[src/rtl/tms3_peer_driver.sv]
// Stimulus/closure partner for TestMasterSlave3: bursts NUM_WORDS strobed words and sums sampled responses.
// Optional TMS3_PEER_STALL_CHECK_EN adds a sticky stall_err flag for repeated consecutive responses.
module tms3_peer_driver #(
   parameter int unsigned NUM_WORDS   = 4,
   parameter int signed   STEP        = 1,
   parameter int unsigned WAIT_CYCLES = 2
) (
   input  logic        clk,
   input  logic        rst,
   input  logic        start,
   input  logic [31:0] seed,
   input  logic [31:0] peer_in,
   output logic [31:0] data_out,
   output logic        data_out_sync,
   output logic        busy,
   output logic        done,
   output logic [31:0] result
`ifdef TMS3_PEER_STALL_CHECK_EN
   ,
   output logic        stall_err
`endif
);

   localparam int unsigned   WW        = (WAIT_CYCLES > 1) ? $clog2(WAIT_CYCLES) : 1;
   localparam logic [15:0]   LAST_WORD = 16'(NUM_WORDS - 1);
   localparam logic [WW-1:0] LAST_WAIT = WW'(WAIT_CYCLES - 1);
   localparam logic [WW-1:0] WAIT_ONE  = WW'(1);
   localparam logic [31:0]   STEP_W    = 32'(STEP);

   typedef enum logic [1:0] {
      IDLE = 2'd0,
      SEND = 2'd1,
      WAIT = 2'd2,
      DONE = 2'd3
   } state_t;

   state_t          state_r;
   logic [31:0]     base_r;
   logic [15:0]     word_cnt_r;
   logic [WW-1:0]   wait_cnt_r;
   logic [31:0]     word_val_s;
   logic [31:0]     sum_s;
`ifdef TMS3_PEER_STALL_CHECK_EN
   logic [31:0]     prev_r;
   logic            have_prev_r;
`endif

   // Next outgoing word and running response sum, both modulo 2^32.
   always_comb begin
      word_val_s = base_r + (32'(word_cnt_r) * STEP_W);
      sum_s      = result + peer_in;
   end

   // Burst sequencer with all outputs registered.
   always_ff @(posedge clk or negedge rst) begin
      if (!rst) begin
         state_r       <= IDLE;
         base_r        <= 32'd0;
         word_cnt_r    <= 16'd0;
         wait_cnt_r    <= '0;
         data_out      <= 32'd0;
         data_out_sync <= 1'b0;
         busy          <= 1'b0;
         done          <= 1'b0;
         result        <= 32'd0;
`ifdef TMS3_PEER_STALL_CHECK_EN
         prev_r        <= 32'd0;
         have_prev_r   <= 1'b0;
         stall_err     <= 1'b0;
`endif
      end else begin
         case (state_r)
            IDLE: begin
               done <= 1'b0;
               if (start) begin
                  base_r     <= seed;
                  result     <= 32'd0;
                  word_cnt_r <= 16'd0;
                  busy       <= 1'b1;
`ifdef TMS3_PEER_STALL_CHECK_EN
                  have_prev_r <= 1'b0;
                  stall_err   <= 1'b0;
`endif
                  state_r    <= SEND;
               end
            end
            SEND: begin
               data_out      <= word_val_s;
               data_out_sync <= 1'b1;
               wait_cnt_r    <= '0;
               state_r       <= WAIT;
            end
            WAIT: begin
               data_out_sync <= 1'b0;
               wait_cnt_r    <= wait_cnt_r + WAIT_ONE;
               // peer_in only matters on the last WAIT edge of each word.
               if (wait_cnt_r == LAST_WAIT) begin
                  result <= sum_s;
`ifdef TMS3_PEER_STALL_CHECK_EN
                  if (have_prev_r && (peer_in == prev_r)) begin
                     stall_err <= 1'b1;
                  end
                  prev_r      <= peer_in;
                  have_prev_r <= 1'b1;
`endif
                  if (word_cnt_r == LAST_WORD) begin
                     state_r <= DONE;
                  end else begin
                     word_cnt_r <= word_cnt_r + 16'd1;
                     state_r    <= SEND;
                  end
               end
            end
            DONE: begin
               done    <= 1'b1;
               busy    <= 1'b0;
               state_r <= IDLE;
            end
            default: begin
               state_r       <= IDLE;
               data_out_sync <= 1'b0;
               busy          <= 1'b0;
               done          <= 1'b0;
            end
         endcase
      end
   end

endmodule

[config.mk]
export PLATFORM = sky130hd
export DESIGN_NAME = tms3_peer_driver
export DESIGN_NICKNAME = d
export VERILOG_FILES = /design/src/rtl/tms3_peer_driver.sv
export SDC_FILE = /design/constraint.sdc
export NUM_CORES = 1
export LEC_CHECK = 0
export CAP_MARGIN = 20
export CORE_ASPECT_RATIO = 1.75
export CORE_MARGIN = 2
export CORE_UTILIZATION = 53
export CTS_CLUSTER_DIAMETER = 100
export DETAILED_ROUTE_END_ITERATION = 7
export PLACE_DENSITY = 0.84
export SYNTH_ARGS = -nofsm -noshare
export SYNTH_HDL_FRONTEND = slang
export SYNTH_SLANG_ARGS = --single-unit
[constraint.sdc]
create_clock -name clk -period 3.1 [get_ports clk]
set_clock_uncertainty 0.15 [all_clocks]
set_input_delay 0.465 -clock clk [delete_from_list [all_inputs] [get_ports clk]]
set_output_delay 0.465 -clock clk [all_outputs]
set_load 0.03 [all_outputs]
Word-level counts from Yosys, hierarchy flattened
Index checks and enable logic that the tools add are counted.

operators by class
  multiplexer cells = 16
  eq/ne operators = 7
  add/subtract/negate cells = 4
  reduce and logical (&&, ||, !) cells = 9

operators with widths
  kind                                                                     count
  32-bit two-way mux                                                       2
  32-bit one-hot mux with 2 select lines                                   1
  16-bit two-way mux                                                       3
  32-bit by 16-bit adder with 32-bit output                                1
  32-bit adder                                                             1
  16-bit one-hot mux with 2 select lines                                   1
  16-bit by 1-bit adder with 16-bit output (second input constant)         1
  16-bit by 2-bit equality test with 1-bit output (second input constant)  1
  1-bit one-hot mux with 2 select lines                                    4
  2-bit one-hot mux with 4 select lines                                    1
  2-bit two-way mux                                                        3
  2-bit inequality test (second input constant)                            3
  2-bit AND reduction                                                      3
  2-bit nonzero test                                                       3
  2-bit equality test (second input constant)                              2
  4-bit AND reduction                                                      1
  3-bit AND reduction                                                      1
  2-bit by 1-bit equality test with 1-bit output (second input constant)   1
  2-bit logical NOT                                                        1
  1-bit adder (second input constant)                                      1
  1-bit two-way mux                                                        1

storage, ports and cells
  flip-flop bits (word level) = 118
  output and inout port bits = 67
  logic and storage cells = 45

Depth between registers and ports, before layout
Gate-level depths: netlist of the first run.

  depth after elaboration = 4
  mapped depth = 12

Least setup slack after synthesis of the first run
OpenSTA, ideal clock, no wires.

  kind = register to register
  from = register result[0]
  to = register result[30]
  cell stages (with the launch flop) = 13
  data required time = 2.818 ns
  clock period less this slack = 2.971 ns
  path buffers = 0
  data arrival time = 2.689 ns
  path slack = 0.129 ns
  path through = dfrtp_1 > ha_1 > inv_1 > fa_1 > nor2b_1 > o21a_1 > o21ai_0 > a21o_1 > a21oi_1 > a21oi_1 > o41ai_2 > a41o_1 > o211ai_1

between the ends
  word-level cells in the longest chain between the ends = 3

ends and longest elaborated chain
  element                                 line  source
  from (decl)                             17    output logic [31:0] result
  from (signal assigned)                  98    result <= sum_s;
  32-bit adder                            51    sum_s = result + peer_in;
  32-bit two-way mux                      97    if (wait_cnt_r == LAST_WAIT) begin
  32-bit one-hot mux with 2 select lines  72    case (state_r)

Every way passes these cells. The select of a mux whose other input is x is not followed.
A chain may end at the register's enable or synchronous reset.

Worst setup path in the final report of the first run
  from = input peer_in[0]
  to = register result[31]

between the ends
  word-level cells in the longest chain between the ends = 3

ends and longest elaborated chain
  element                                 line  source
  from (decl)                             12    input logic [31:0] peer_in,
  32-bit adder                            51
  32-bit two-way mux                      97
  32-bit one-hot mux with 2 select lines  72

Every way passes these cells. The select of a mux whose other input is x is not followed.

==> out/metrics.cfg, run 1 <==
[sta]
finalSetupViolCount=0
timing_max_transition_violations_final=0
holdWs_ns=-0.002519
fin_ws_ns=0.09228
number_of_hold_violations_in_the_final_report=5
max-slew-margin-rel_pct=44.53
max_clock_freq_mhz=332.5
final.period_utilization_pct=97.02
final.min_clock_period_ns=3.008
worst_pin_slew_ns=0.8321

[final_layout]
num-fill-cells=942
design_area_um2=9961
synthToLayoutAreaGrowth_pct=37.28
diodes=0
drive_above_1_share_pct=18.80
finalNetCount=1077

[power_and_ir_drop]
ir_worst_vdd_mv=0.5912
power_density_nw_per_um2=1022
p_clk_share_pct=20.6
comb_power_share_pct=53.2
seqPwrFrac_pct=26.2
total_leakage_power_nw=4.605
sw_ratio_pct=41.02
total_power_w=0.01018
p_sw_w=0.004175
p_int_w=0.006004

[floorplanning]
floorplan_core_area_um2=13380
ports=134
chipWidth_um=92.45
die_area_um2=14680
num_rows=56
die_h_um=158.8
floorplan.initialDensity_pct=54.22

[detailed_routing]
detailroute.via_count=6484
drc_errors=0
route.detailed.vias_per_inst=5.678
detail-route-antenna-nets=0
drt_pass1_iterations=5
wl_per_cell_um=17.46
routed_wirelength_mm=19.94
dr.first_iter.drc_count=183

[logic_synthesis]
synth_cells=748
post_synthesis_net_count=870
synth_sequential_area_ratio_pct=40.70
netlist_area_um2=7256
synth_top_cell_by_area=dfrtp_1
leading_post_synthesis_cells_by_cell_area=dfrtp_1 (41%), ha_1 (9.1%), mux2_2 (7.3%), a21oi_1 (4.1%), o21ai_0 (3.7%)
synth.top_cell.area_share_pct=40.70
share_of_synthesized_flip_flops_with_an_asynchronous_set_or_reset_pct=100.0
avgSynthCellArea_um2=9.700
ys_ff_latch=118
yosysUniqueCellTypes=61
synth.yosys.warnings=0
synth_edf_count=0
synth-main-ff-cell=dfrtp_1

[clocking]
max_buffers_root_to_sink=2
cts.htree.levels=4
cts.hold.buffers_added=0
tritoncts_clock_tree=done
cts.sink_count=118
clock_latency_late_sink_ns=0.41
cts.root.buffer_cell=clkbuf_16
numCtsBuffers=17
clkSlewWorstSetupHoldPaths_ns=0.06

[global_routing]
number_of_global_route_vias_before_repair=6994
grt-ovfl-total=0
grt_max_degree=63
antenna_violations_before_repair=0
track_usage_pct=27.91
grt_pass1_wl_mm=32.53

[hold_path]
hold_class=input pin to asynchronous set/reset pin

[placement]
place_area_um2=9286
numPortBuffers=133
post-dp-hpwl_mm=15.04
pre_cts_ws_ns=-0.4953
routabilityCongestion=0.9529

[worst_setup_path]
critical_path_arrival_ns=3.15
cpMaxStageDelayCell=clkdlybuf4s50_1
worstSetupStartpoint=peer_in[0]
worst-path-buf-inv=3
top_family_by_delay_on_critical_path=compound AO/OA/AOI/OAI gates
worst_path_largest_cell_delay_ns=0.46
critPathCaptureType=flop
path_class=input pin to flop
largest_fanout_of_any_net_on_the_critical_path=4
worst_path_most_repeated_cell=buf_4
ff_to_ff_start=word_cnt_r[0]
crit_chain=clkdlybuf4s50_1, ha_2, buf_4, buf_4, a211oi_2, o21ai_1, nand2b_1, o311a_2, o31a_4, o21ai_2, nor4_1, o31ai_1, a2bb2oi_1
critical_path_required_ns=3.24
cp-start-kind=input pin

[status]
failing_checks=negative hold slack
outcome=complete, but fails checks

[flow_run]
max_cap_violations=0

==> cell type report <==
class	count	area (um^2)	area share (%)
Tap cell	174	217.7	2.186
Clock buffer	18	429.2	4.309
Inverter	21	78.83	0.7914
Sequential cell	118	2953	29.64
Timing Repair Buffer	210	1919	19.27
Clock inverter	14	198.9	1.997
Multi-Input combinational cell	587	4164	41.80
==> power groups by stage <==
stage | Clock (W) | Sequential, W | Combinational [W]
floorplan | 0 | 0.00330 | 0.00267
global placement | 0 | 0.00264 | 0.00521
detailed placement | 0 | 0.00267 | 0.00534
CTS | 0.00214 | 0.00267 | 0.00539
global route | 0.00220 | 0.00274 | 0.00588
finish | 0.00210 | 0.00267 | 0.00541
==> registers in the layout, summed over array words and instances, names as in the netlist <==
name and count:
data_out_sync 1, data_out 32, result 32, done 1
wait_cnt_r 1, state_r 2, word_cnt_r 16, busy 1
base_r 32
==> worst paths after layout <==
path	to	slack [ns]	cells past startpoint
worst min-delay path	data_out[31]	-0.003	1
max in group asynchronous	result[18]	2.07	2
worst max register to register	data_out[24]	0.13	11
min in group clk	data_out[3]	0.35	1
worst min register to register	data_out[3]	0.35	1
worst max-delay path	result[31]	0.09	13
==> logic make-up after synthesis <==
| logic type | after synthesis | share of synthesized area [%] |
|---|---|---|
| XOR/XNOR | 59 | 7.122 |
| multiplexers | 52 | 7.984 |
| flip-flops | 118 | 40.70 |
| adder cells (fa/ha/maj) | 55 | 9.691 |
| AO/OA/AOI/OAI | 199 | 17.45 |
| AND/OR/NAND/NOR | 222 | 14.52 |
| buffers and inverters | 43 | 2.535 |
==> synth_stat cells, types with 3 or more instances <==
cell type / n
buf_1: 5
o21ai_0: 53
mux2_2: 47
and3_1: 10
or2_2: 3
nor2b_1: 7
a31o_2: 4
o31ai_1: 4
clkbuf_1: 13
nor2_1: 59
ha_1: 53
dfrtp_1: 118
nand3_1: 22
mux2i_1: 5
a31oi_1: 4
nor4b_1: 3
a22o_1: 9
nor4_1: 3
or3_1: 5
a21o_1: 30
o21bai_1: 6
xor2_1: 29
nor3_1: 14
a32o_1: 3
nand2b_1: 8
a211o_1: 3
inv_1: 21
xnor2_1: 30
nand2_1: 69
a21oi_1: 60
nand4_1: 8
==> per-stage QoR <==
step	TNS, ns	instances	util (%)
final	0	1142	74.43
after global routing	-0.006838	1142	74.43
after CTS	0	1141	74.11
after detailed placement	-3.694	1109	69.39
after global placement	-2.688	1109	69.39
after floorplan	0	748	-
==> repair_timing <==
action / in CTS / in global routing
pin swaps: 0 / 7
endpoints found under the setup margin: 2 / 16
buffers inserted: 0 / 1
endpoints found under the hold margin: 0 / 0
resized for setup: 1 / 12
==> cells in the final DEF (no fill, tap or decap), drive strengths merged, types with 9 or more instances in the layout <==
cell type      count
a22o               9
ha                53
o21ai             56
xnor2             30
buf               78
clkdlybuf4s50    132
and3              11
nor3              14
inv               24
mux2              47
nand3             22
dfrtp            118
xor2              29
clkbuf            18
nor2              60
a21o              30
a21oi             60
nand2             70
==> metal layers <==
| metal | vias up | part of all wire, % | GRT usage, % |
|---|---|---|---|
| met2 | 205 | 58 | 54.28 |
| met5 | - | 0 | 0 |
| met1 | 3107 | 35 | 27.58 |
| met3 | 62 | 3.5 | 4.175 |
| met4 | 0 | 3.7 | 13.91 |
| li1 | 3110 | - | - |
(Power assumes the default switching activity.)
==> inputs of run 2 (changes only) <==
--- a/config.mk
+++ b/config.mk
@@ -11,7 +11,7 @@
 export CORE_UTILIZATION = 53
 export CTS_CLUSTER_DIAMETER = 100
 export DETAILED_ROUTE_END_ITERATION = 7
-export PLACE_DENSITY = 0.84
+export PLACE_DENSITY = 0.78
 export SYNTH_ARGS = -nofsm -noshare
 export SYNTH_HDL_FRONTEND = slang
 export SYNTH_SLANG_ARGS = --single-unit
==> run 2 against run 1 <==
  * The flow now finishes without violations
  * Sequential cell count is the same
  * Wire length increased by 1.8%
  * Sequential power hardly changed
  * Via count increased by 1.5%
  * Critical path depth decreased by 2
  * Worst setup slack worse by 0.0072 ns
  * Largest power group unchanged
==> out/metrics.cfg, run 2 (synthesized netlist as in run 1, its figures left out) <==
[worst_setup_path]
cpMaxStageDelayCell=or4b_1  ; was clkdlybuf4s50_1
path_class=input pin to flop  ; unchanged
critical_path_required_ns=3.29  ; was 3.24 ns
worst_path_largest_cell_delay_ns=0.51  ; was 0.46 ns
top_family_by_delay_on_critical_path=compound AO/OA/AOI/OAI gates  ; unchanged
worst-path-buf-inv=1  ; was 3
largest_fanout_of_any_net_on_the_critical_path=4  ; unchanged
critical_path_arrival_ns=3.20  ; was 3.15 ns
cp-start-kind=input pin  ; unchanged
critPathCaptureType=flop  ; unchanged
crit_chain=clkdlybuf4s50_1, ha_1, a21o_1, a211o_1, nor2_1, o311a_2, o31a_4, o21ai_2, or4b_1, a31oi_1, a2bb2oi_1  ; was clkdlybuf4s50_1, ha_2, buf_4, buf_4, a211oi_2, o21ai_1, nand2b_1, o311a_2, o31a_4, o21ai_2, nor4_1, o31ai_1, a2bb2oi_1

[detailed_routing]
wl_per_cell_um=17.80  ; was 17.46 um
dr.first_iter.drc_count=367  ; was 183
detail-route-antenna-nets=0  ; unchanged
drt_pass1_iterations=4  ; was 5
detailroute.via_count=6583  ; was 6484
drc_errors=0  ; unchanged
routed_wirelength_mm=20.31  ; was 19.94 mm
route.detailed.vias_per_inst=5.770  ; was 5.678

[status]
outcome=finished, final reports clean  ; was complete, but fails checks

[sta]
max_clock_freq_mhz=331.7  ; was 332.5 MHz
worst_pin_slew_ns=0.8183  ; was 0.8321 ns
final.min_clock_period_ns=3.015  ; was 3.008 ns
final.period_utilization_pct=97.25  ; was 97.02%
rsz0062_at_grt=yes
number_of_hold_violations_in_the_final_report=0  ; was 5
timing_max_transition_violations_final=0  ; unchanged
max-slew-margin-rel_pct=45.45  ; was 44.53%
finalSetupViolCount=0  ; unchanged

[global_routing]
grt-ovfl-total=0  ; unchanged
grt_max_degree=52  ; was 63
grt_pass1_wl_mm=33.17  ; was 32.53 mm
number_of_global_route_vias_before_repair=7127  ; was 6994
track_usage_pct=28.15  ; was 27.91%
antenna_violations_before_repair=0  ; unchanged

[floorplanning]
num_rows=56  ; unchanged
chipWidth_um=92.45  ; unchanged
floorplan_core_area_um2=13380  ; unchanged
ports=134  ; unchanged
floorplan.initialDensity_pct=54.22  ; unchanged
die_area_um2=14680  ; unchanged
die_h_um=158.8  ; unchanged

[clocking]
numCtsBuffers=17  ; unchanged
max_buffers_root_to_sink=2  ; unchanged
clkSlewWorstSetupHoldPaths_ns=0.06  ; about the same
cts.sink_count=118  ; unchanged
clock_latency_late_sink_ns=0.42  ; was 0.41 ns
cts.htree.levels=4  ; unchanged
cts.root.buffer_cell=clkbuf_16  ; unchanged
tritoncts_clock_tree=done  ; unchanged

[final_layout]
utilization_pct=74.20  ; was 74.43%
layout_common_cells=clkdlybuf4s50_1 (132), dfrtp_1 (118), buf_4 (75)  ; was clkdlybuf4s50_1 (132), dfrtp_1 (118), buf_4 (77)
finalNetCount=1076  ; was 1077
reg_top3=base_r (32), data_out (32), result (32)  ; unchanged
layout.cells.most_common=clkdlybuf4s50_1  ; unchanged
diodes=0  ; unchanged
design_area_um2=9930  ; was 9961 um^2
synthToLayoutAreaGrowth_pct=36.85  ; was 37.28%
drive_above_1_share_pct=18.72  ; was 18.80%

[placement]
post-dp-hpwl_mm=15.10  ; was 15.04 mm
place_area_um2=9279  ; was 9286 um^2
routabilityCongestion=0.9091  ; was 0.9529
numPortBuffers=133  ; unchanged

[hold_path]
hold_class=flop to flop  ; was input pin to asynchronous set/reset pin

[power_and_ir_drop]
total_leakage_power_nw=4.606  ; was 4.605 nW
power_density_nw_per_um2=1024  ; was 1022 nW/um^2
ir_worst_vdd_mv=0.5210  ; was 0.5912 mV

[flow_run]
max_cap_violations=0  ; unchanged

-- run 2: changes by cell type in the layout (fill, tap and decap cells not counted), sizes merged --
cell,previous run,this run
clkinv,6,8
dlygate4sd3,0,1
bufinv,4,3
buf,78,76
clkinvlp,1,0
-- run 2: report_power, final --
group	internal (W)	leakage, nW	switching (W)	total (W)
Clock	0.00127	0.299	0.000755	0.00203
Sequential	0.00218	1.46	0.000496	0.00268
Combinational	0.00249	2.84	0.00297	0.00546
Total	0.00594	4.61	0.00422	0.0102
-- run 2: final cells by class --
class / count / area (um^2)
Fill cell: 949 / 3453
Clock inverter: 14 / 175.2
Inverter: 21 / 78.83
Multi-Input combinational cell: 587 / 4161
Tap cell: 174 / 217.7
Timing Repair Buffer: 209 / 1914
Sequential cell: 118 / 2953
Clock buffer: 18 / 429.2
-- run 2: what timing repair did --
item                       4_1_cts  5_1_grt
pin swaps                        0        4
hold endpoints to repair        49        0
hold buffers                     1        0
setup endpoints to repair        1       23
buffers inserted                 0        0
gates resized for setup          1       12
-- run 2: path summary, 6_finish.rpt --
path	to	slack, ns	startpoint	cells past startpoint
hold reg to reg	data_out[8]	0.36	data_out[8]	1
setup reg to reg	data_out[23]	0.13	base_r[1]	12
setup / recovery	result[31]	0.09	peer_in[14]	11
min in group asynchronous	base_r[26]	0.46	rst	2
hold / removal	data_out[8]	0.36	data_out[8]	1
max in group asynchronous	result[25]	1.57	rst	3
-- run 2: stage by stage --
step | std cells | hold slack (ns) | TNS, ns | worst slack, ns | total power (W)
after floorplan | 748 | 0.01941 | 0 | 0.1289 | 0.005976
after global placement | 1108 | 0.3408 | -2.572 | -0.3577 | 0.007858
after detailed placement | 1108 | 0.3464 | -4.158 | -0.4488 | 0.008040
after CTS | 1141 | 0.3587 | 0 | 0.004585 | 0.01014
after global routing | 1141 | 0.3849 | -0.01094 | -0.01094 | 0.01076
final | 1141 | 0.3625 | 0 | 0.08513 | 0.01016
-- run 2: layer usage --
| layer | share of wire, % | wire length [um] | vias to the layer above | GRT usage (%) |
|---|---|---|---|---|
| met4 | 2.9 | 594 | 0 | 10.79 |
| met1 | 36 | 7290 | 3210 | 28.04 |
| met5 | 0 | 0 | - | 0 |
| met3 | 3.8 | 776 | 48 | 5.455 |
| met2 | 57 | 11640 | 209 | 55.21 |
| li1 | - | - | 3116 | - |
